### config.mk
export PLATFORM = sky130hd
export DESIGN_NAME = alu_arbiter_flat
export DESIGN_NICKNAME = d
export VERILOG_FILES = /design/src/rtl/alu_arbiter_if.sv /design/src/rtl/alu_arbiter.sv /design/src/flat_wrapper.sv
export SDC_FILE = /design/constraint.sdc
export NUM_CORES = 1
export LEC_CHECK = 0
export ABC_AREA = 1
export BUFFER_PORTS_ARGS = -buffer_cell sky130_fd_sc_hd__buf_4
export CAP_MARGIN = 20
export CORE_MARGIN = 2
export CORE_UTILIZATION = 41
export CTS_CLUSTER_SIZE = 16
export DETAILED_ROUTE_END_ITERATION = 8
export GPL_ROUTABILITY_DRIVEN = 0
export GPL_TIMING_DRIVEN = 0
export PLACE_DENSITY = 0.75
export REMOVE_ABC_BUFFERS = 1
export SYNTH_ARGS = -nofsm -noshare
export SYNTH_HDL_FRONTEND = slang
export SYNTH_SLANG_ARGS = --single-unit
### constraint.sdc
create_clock -name clk -period 1 [get_ports clk]
set_input_delay 0.1 -clock clk [delete_from_list [all_inputs] [get_ports clk]]
set_output_delay 0.1 -clock clk [all_outputs]
set_load 0.03 [all_outputs]
### src/rtl/alu_arbiter_if.sv
// One requester's operation channel and result channel.
// The requester is the master; the arbiter is the slave.
interface alu_arbiter_if;
   logic       req_valid;
   logic [1:0] req_a;
   logic [1:0] req_b;
   logic       req_cin;
   logic [1:0] req_sel;
   logic       req_ready;
   logic       rsp_valid;
   logic [3:0] rsp_data;
   logic       rsp_ready;

   modport master (
      output req_valid, req_a, req_b, req_cin, req_sel, rsp_ready,
      input  req_ready, rsp_valid, rsp_data
   );

   modport slave (
      input  req_valid, req_a, req_b, req_cin, req_sel, rsp_ready,
      output req_ready, rsp_valid, rsp_data
   );
endinterface

### src/rtl/alu_arbiter.sv
// Round-robin sequencer that shares one external 2-bit ALU between two requesters.
// One operation is in flight at a time: accept, wait ALU_LAT cycles, return the result.
module alu_arbiter #(
   parameter int ALU_LAT = 1
) (
   input  logic         clk,
   input  logic         rst_n,
   alu_arbiter_if.slave req0,
   alu_arbiter_if.slave req1,
   output logic [1:0]   alu_a,
   output logic [1:0]   alu_b,
   output logic         alu_cin,
   output logic [1:0]   alu_sel,
   input  logic [3:0]   alu_out,
   output logic         busy,
   output logic         grant_id
);

   localparam logic [1:0] IDLE = 2'd0;
   localparam logic [1:0] EXEC = 2'd1;
   localparam logic [1:0] RESP = 2'd2;

   localparam logic [1:0] CNT_LOAD = 2'(ALU_LAT - 1);

   logic [1:0] state;
   logic       rr;
   logic [1:0] cnt;
   logic [3:0] result;
   logic       grant;
   logic       accept;
   logic       rsp_fire;

   // A lone requester wins outright; a tie goes to the round-robin pointer.
   always_comb begin
      grant = rr;
      if (req0.req_valid && !req1.req_valid) begin
         grant = 1'b0;
      end else if (req1.req_valid && !req0.req_valid) begin
         grant = 1'b1;
      end
   end

   assign req0.req_ready = rst_n && (state == IDLE) && req0.req_valid && !grant;
   assign req1.req_ready = rst_n && (state == IDLE) && req1.req_valid && grant;
   assign accept         = req0.req_ready || req1.req_ready;

   assign req0.rsp_valid = (state == RESP) && !grant_id;
   assign req1.rsp_valid = (state == RESP) && grant_id;
   assign req0.rsp_data  = result;
   assign req1.rsp_data  = result;
   assign rsp_fire       = (state == RESP) && (grant_id ? req1.rsp_ready : req0.rsp_ready);

   assign busy = (state != IDLE);

   // Operand registers feed the ALU directly and hold their values while idle.
   always_ff @(posedge clk or negedge rst_n) begin
      if (!rst_n) begin
         state    <= IDLE;
         rr       <= 1'b0;
         cnt      <= 2'd0;
         result   <= 4'd0;
         grant_id <= 1'b0;
         alu_a    <= 2'd0;
         alu_b    <= 2'd0;
         alu_cin  <= 1'b0;
         alu_sel  <= 2'd0;
      end else begin
         case (state)
            IDLE: begin
               if (accept) begin
                  alu_a    <= grant ? req1.req_a   : req0.req_a;
                  alu_b    <= grant ? req1.req_b   : req0.req_b;
                  alu_cin  <= grant ? req1.req_cin : req0.req_cin;
                  alu_sel  <= grant ? req1.req_sel : req0.req_sel;
                  grant_id <= grant;
                  cnt      <= CNT_LOAD;
                  state    <= EXEC;
               end
            end
            EXEC: begin
               if (cnt == 2'd0) begin
                  result <= alu_out;
                  state  <= RESP;
               end else begin
                  cnt <= cnt - 2'd1;
               end
            end
            RESP: begin
               if (rsp_fire) begin
                  rr    <= ~grant_id;
                  state <= IDLE;
               end
            end
            default: begin
               state <= IDLE;
            end
         endcase
      end
   end

endmodule

### src/flat_wrapper.sv
// flat-port wrapper written by rule: the top's interface ports become plain ports
module alu_arbiter_flat 
#(
   parameter int ALU_LAT = 1
)
  (clk, rst_n, alu_a, alu_b, alu_cin, alu_sel, alu_out, busy, grant_id, req0_req_valid, req0_req_a, req0_req_b, req0_req_cin, req0_req_sel, req0_rsp_ready, req0_req_ready, req0_rsp_valid, req0_rsp_data, req1_req_valid, req1_req_a, req1_req_b, req1_req_cin, req1_req_sel, req1_rsp_ready, req1_req_ready, req1_rsp_valid, req1_rsp_data);
  alu_arbiter_if req0_i ();
  alu_arbiter_if req1_i ();
  input  logic clk;
  input  logic rst_n;
  output logic [1:0] alu_a;
  output logic [1:0] alu_b;
  output logic alu_cin;
  output logic [1:0] alu_sel;
  input  logic [3:0] alu_out;
  output logic busy;
  output logic grant_id;
  input wire logic [$bits(req0_i.req_valid)-1:0] req0_req_valid;
  input wire logic [$bits(req0_i.req_a)-1:0] req0_req_a;
  input wire logic [$bits(req0_i.req_b)-1:0] req0_req_b;
  input wire logic [$bits(req0_i.req_cin)-1:0] req0_req_cin;
  input wire logic [$bits(req0_i.req_sel)-1:0] req0_req_sel;
  input wire logic [$bits(req0_i.rsp_ready)-1:0] req0_rsp_ready;
  output wire logic [$bits(req0_i.req_ready)-1:0] req0_req_ready;
  output wire logic [$bits(req0_i.rsp_valid)-1:0] req0_rsp_valid;
  output wire logic [$bits(req0_i.rsp_data)-1:0] req0_rsp_data;
  input wire logic [$bits(req1_i.req_valid)-1:0] req1_req_valid;
  input wire logic [$bits(req1_i.req_a)-1:0] req1_req_a;
  input wire logic [$bits(req1_i.req_b)-1:0] req1_req_b;
  input wire logic [$bits(req1_i.req_cin)-1:0] req1_req_cin;
  input wire logic [$bits(req1_i.req_sel)-1:0] req1_req_sel;
  input wire logic [$bits(req1_i.rsp_ready)-1:0] req1_rsp_ready;
  output wire logic [$bits(req1_i.req_ready)-1:0] req1_req_ready;
  output wire logic [$bits(req1_i.rsp_valid)-1:0] req1_rsp_valid;
  output wire logic [$bits(req1_i.rsp_data)-1:0] req1_rsp_data;
  assign req0_i.req_valid = req0_req_valid;
  assign req0_i.req_a = req0_req_a;
  assign req0_i.req_b = req0_req_b;
  assign req0_i.req_cin = req0_req_cin;
  assign req0_i.req_sel = req0_req_sel;
  assign req0_i.rsp_ready = req0_rsp_ready;
  assign req0_req_ready = req0_i.req_ready;
  assign req0_rsp_valid = req0_i.rsp_valid;
  assign req0_rsp_data = req0_i.rsp_data;
  assign req1_i.req_valid = req1_req_valid;
  assign req1_i.req_a = req1_req_a;
  assign req1_i.req_b = req1_req_b;
  assign req1_i.req_cin = req1_req_cin;
  assign req1_i.req_sel = req1_req_sel;
  assign req1_i.rsp_ready = req1_rsp_ready;
  assign req1_req_ready = req1_i.req_ready;
  assign req1_rsp_valid = req1_i.rsp_valid;
  assign req1_rsp_data = req1_i.rsp_data;
  alu_arbiter #(.ALU_LAT(ALU_LAT)) u_core (.clk(clk), .rst_n(rst_n), .req0(req0_i), .req1(req1_i), .alu_a(alu_a), .alu_b(alu_b), .alu_cin(alu_cin), .alu_sel(alu_sel), .alu_out(alu_out), .busy(busy), .grant_id(grant_id));
endmodule
==> impl_results.md <==
- Reg2Reg Depth: 6
- DRT iter0 DRCs: 15
- Wirelength, routed: 2710 um
- Unrepaired setup endpoints after global routing: true
- Status: complete, but fails checks
- Critical path capture point type: output pin
- Starting density of the core: 0.432
- Clock buffer depth: 2
- Yosys warns: 0
- Critical path, cell by cell: nor2_4 -> nand2_4 -> nor2_4 -> buf_6
- # clock sinks: 17
- Initial antenna violation count: 0
- Fraction of layout cells with a size suffix above 1: 0.533
- I/O pin cnt: 45
- Critical path arrival: 1.27 ns
- DRC violations left: 0
- Diode count: 0
- Fill cell count: 163
- Setup slack at placement: -0.288 ns
- Yosys reg bits: 17
- Crit-path most repeated cell: nor2_4
- Worst Hold Class: in2reg
- Layout area overhead: 71.1%
- H-tree Lvls: 1
- Flop2flop setup slack: -0.31 ns
- # port buffers: 44
- Hold worst-path end: u_core.req0.rsp_data[0]
- Worst reg2reg startpoint: u_core.state[0]
- Top cells by area, synth: dfrtp_1 (45%), nand2_1 (16%), nand3_1 (10%)
- Final ANT Viol Nets: 0
- Die width: 52.3 um
- Register area: 425 um2
- Overall routing resource usage: 0.198
- R2R Path End: u_core.alu_b[1]
- Final Non-Filler Cells: 212
- Grt ovf: 0
- Total CTS buffers: 3
- Core footprint: 2210 um2
- Synth cell types: 16
- Headroom to the max-slew limit: 0.455
- WP data required: 0.90 ns
- Finished Cell Area: 1640 um2
- LEAKAGE: 0.906 nW
- CTS root buffer: clkbuf_4
- F_max: 733 MHz
- Worst Hold Launch: alu_out[0]
- Max Clock Skew: 0.00381 ns
- Cell area after synthesis: 956 um2
- Fin. max-slew vios: 0
- Slew @ Worst Pin: 0.818 ns
- Failing checks: setup timing
- Final net count: 210
- Avg Inst Size Synth: 7.47 um2
- Syn Inst Count: 128
- CTS tree: built
- Via count: 1,019
- Setup Crit Path Kind: reg2out
- Crit-path max FO: 3
- Clock-pin slew on the worst setup and hold paths: 0.09 ns
- Row count: 17
- Final setup viols: 20
- Power Dens Cells: 3060 nW/um2
- Die extent in y: 52.3 um
- Critical Path Slowest Stage Cell: dfrtp_1
- Seq/Total Area, Yosys: 0.445
- Hold Path Depth: 3
- Post-DP HPWL: 1700 um
- Most common cell after layout, fill and taps aside: buf_4
- Commonest cells after routing, fill and taps aside: buf_4 (38), nand2_1 (30), inv_1 (20)
- Max-Cap Viols: 0
- Multi-input logic area: 532 um2
- Detailed Routing Iterations Pass 1: 4
- Largest net degree at the start of global routing: 18
- Placed Cells: 195
- Synth area leader: dfrtp_1
- CP Launch Type: flop
- Die area: 2730 um2
- Top cell type's share of synthesized area: 0.445
- Minimum clock period: 1.37 ns
- WL/cell: 12.8 um
- First-pass GRT wire length: 3930 um
- Number of global-route vias before repair: 901
- Clk_lat worst skew: 0.29 ns
- Max incr delay on CP: 0.44 ns
- DP Area: 1280 um2
- Vias per std cell: 4.81
- Period utilisation layout: 1.37
- Setup WS post-layout: -0.365 ns
- Hold Vio Cnt, Final: 0
- Hold WS: 0.0398 ns
- Peak supply drop: 2.59 mV
-- per-layer routing --
| layer | up-vias | track usage | part of all wire |
|---|---|---|---|
| li1 | 499 | - | - |
| met1 | 470 | 0.221 | 0.38 |
| met2 | 43 | 0.356 | 0.52 |
| met3 | 7 | 0.0343 | 0.069 |
| met4 | 0 | 0.103 | 0.030 |
| met5 | - | 0 | 0 |
-- layout make-up --
cell class | instances | area share
sequential | 17 | 0.260
tap | 28 | 0.0214
inverter | 25 | 0.0574
multi-input combinational | 81 | 0.325
clock buffer | 4 | 0.0161
timing repair buffer | 57 | 0.320
-- synth_stat cells --
| cell | n |
|---|---|
| ha_1 | 1 |
| nor2_2 | 1 |
| buf_4 | 4 |
| dfrtp_1 | 17 |
| nand2_4 | 2 |
| nand3_2 | 2 |
| a21oi_2 | 1 |
| inv_1 | 22 |
| nand2_1 | 41 |
| o21ai_0 | 2 |
| nor2_1 | 7 |
| buf_6 | 1 |
| nand3_1 | 20 |
| nor2_4 | 2 |
| nand2_2 | 2 |
| inv_2 | 3 |
-- cell families (layout without fill, tap and decap cells) --
family,after synthesis,in the layout,share of synthesized area
flip-flops,17,17,0.445
AO/OA/AOI/OAI,3,3,0.0196
AND/OR/NAND/NOR,77,77,0.381
buffers and inverters,30,86,0.141
adder cells (fa/ha/maj),1,1,0.0131
-- stage by stage --
stage	total power, mW	TNS, ns	util
final	5.00	-4.72	0.739
after global placement	3.64	-2.41	0.579
after global routing	5.35	-6.13	0.739
after CTS	4.48	-4.42	0.658
after detailed placement	3.73	-2.97	0.579
after floorplan	2.81	-1.36	-
-- worst max path at each step --
stage | slack (ns) | start | end
detailed placement | -0.29 | u_core.state[0] | req1_req_ready
floorplan | -0.30 | u_core.state[0] | u_core.grant_id
CTS | -0.35 | u_core.state[0] | req0_rsp_valid
global placement | -0.27 | u_core.state[0] | req1_req_ready
finish | -0.37 | u_core.state[0] | req0_req_ready
global route | -0.43 | u_core.state[0] | req1_req_ready
-- flip-flops by register name, indices dropped and copies added (netlist names) --
register and flops:
u_core.alu_a 2, u_core.alu_cin 1, u_core.rr 1, u_core.req0.rsp_data 4, u_core.state 2, u_core.grant_id 1, u_core.alu_b 2, u_core.alu_sel 2
u_core.cnt 2
-- repair_timing --
item | in CTS | in global routing
gates resized for setup | 19 | 38
endpoints found under the hold margin | 17 | 0
setup endpoints to repair | 22 | 48
pin swaps | 13 | 11
buffers inserted | 7 | 4
gates cloned | 0 | 1
hold buffers | 1 | 0
-- worst max-delay path, delay by kind of cell (launching register included) --
family | cells | cell delay (ns)
AND/OR/NAND/NOR | 3 | 0.39
flip-flops | 1 | 0.44
buffers and inverters | 1 | 0.14
-- report_power, final --
part           internal, mW  switching, mW  leakage, nW  total (mW)
logic                  1.43           1.91        0.680        3.34
clock network         0.155          0.216       0.0150       0.372
registers              1.02          0.277        0.211        1.29
Power figures use the tool's default switching activity.
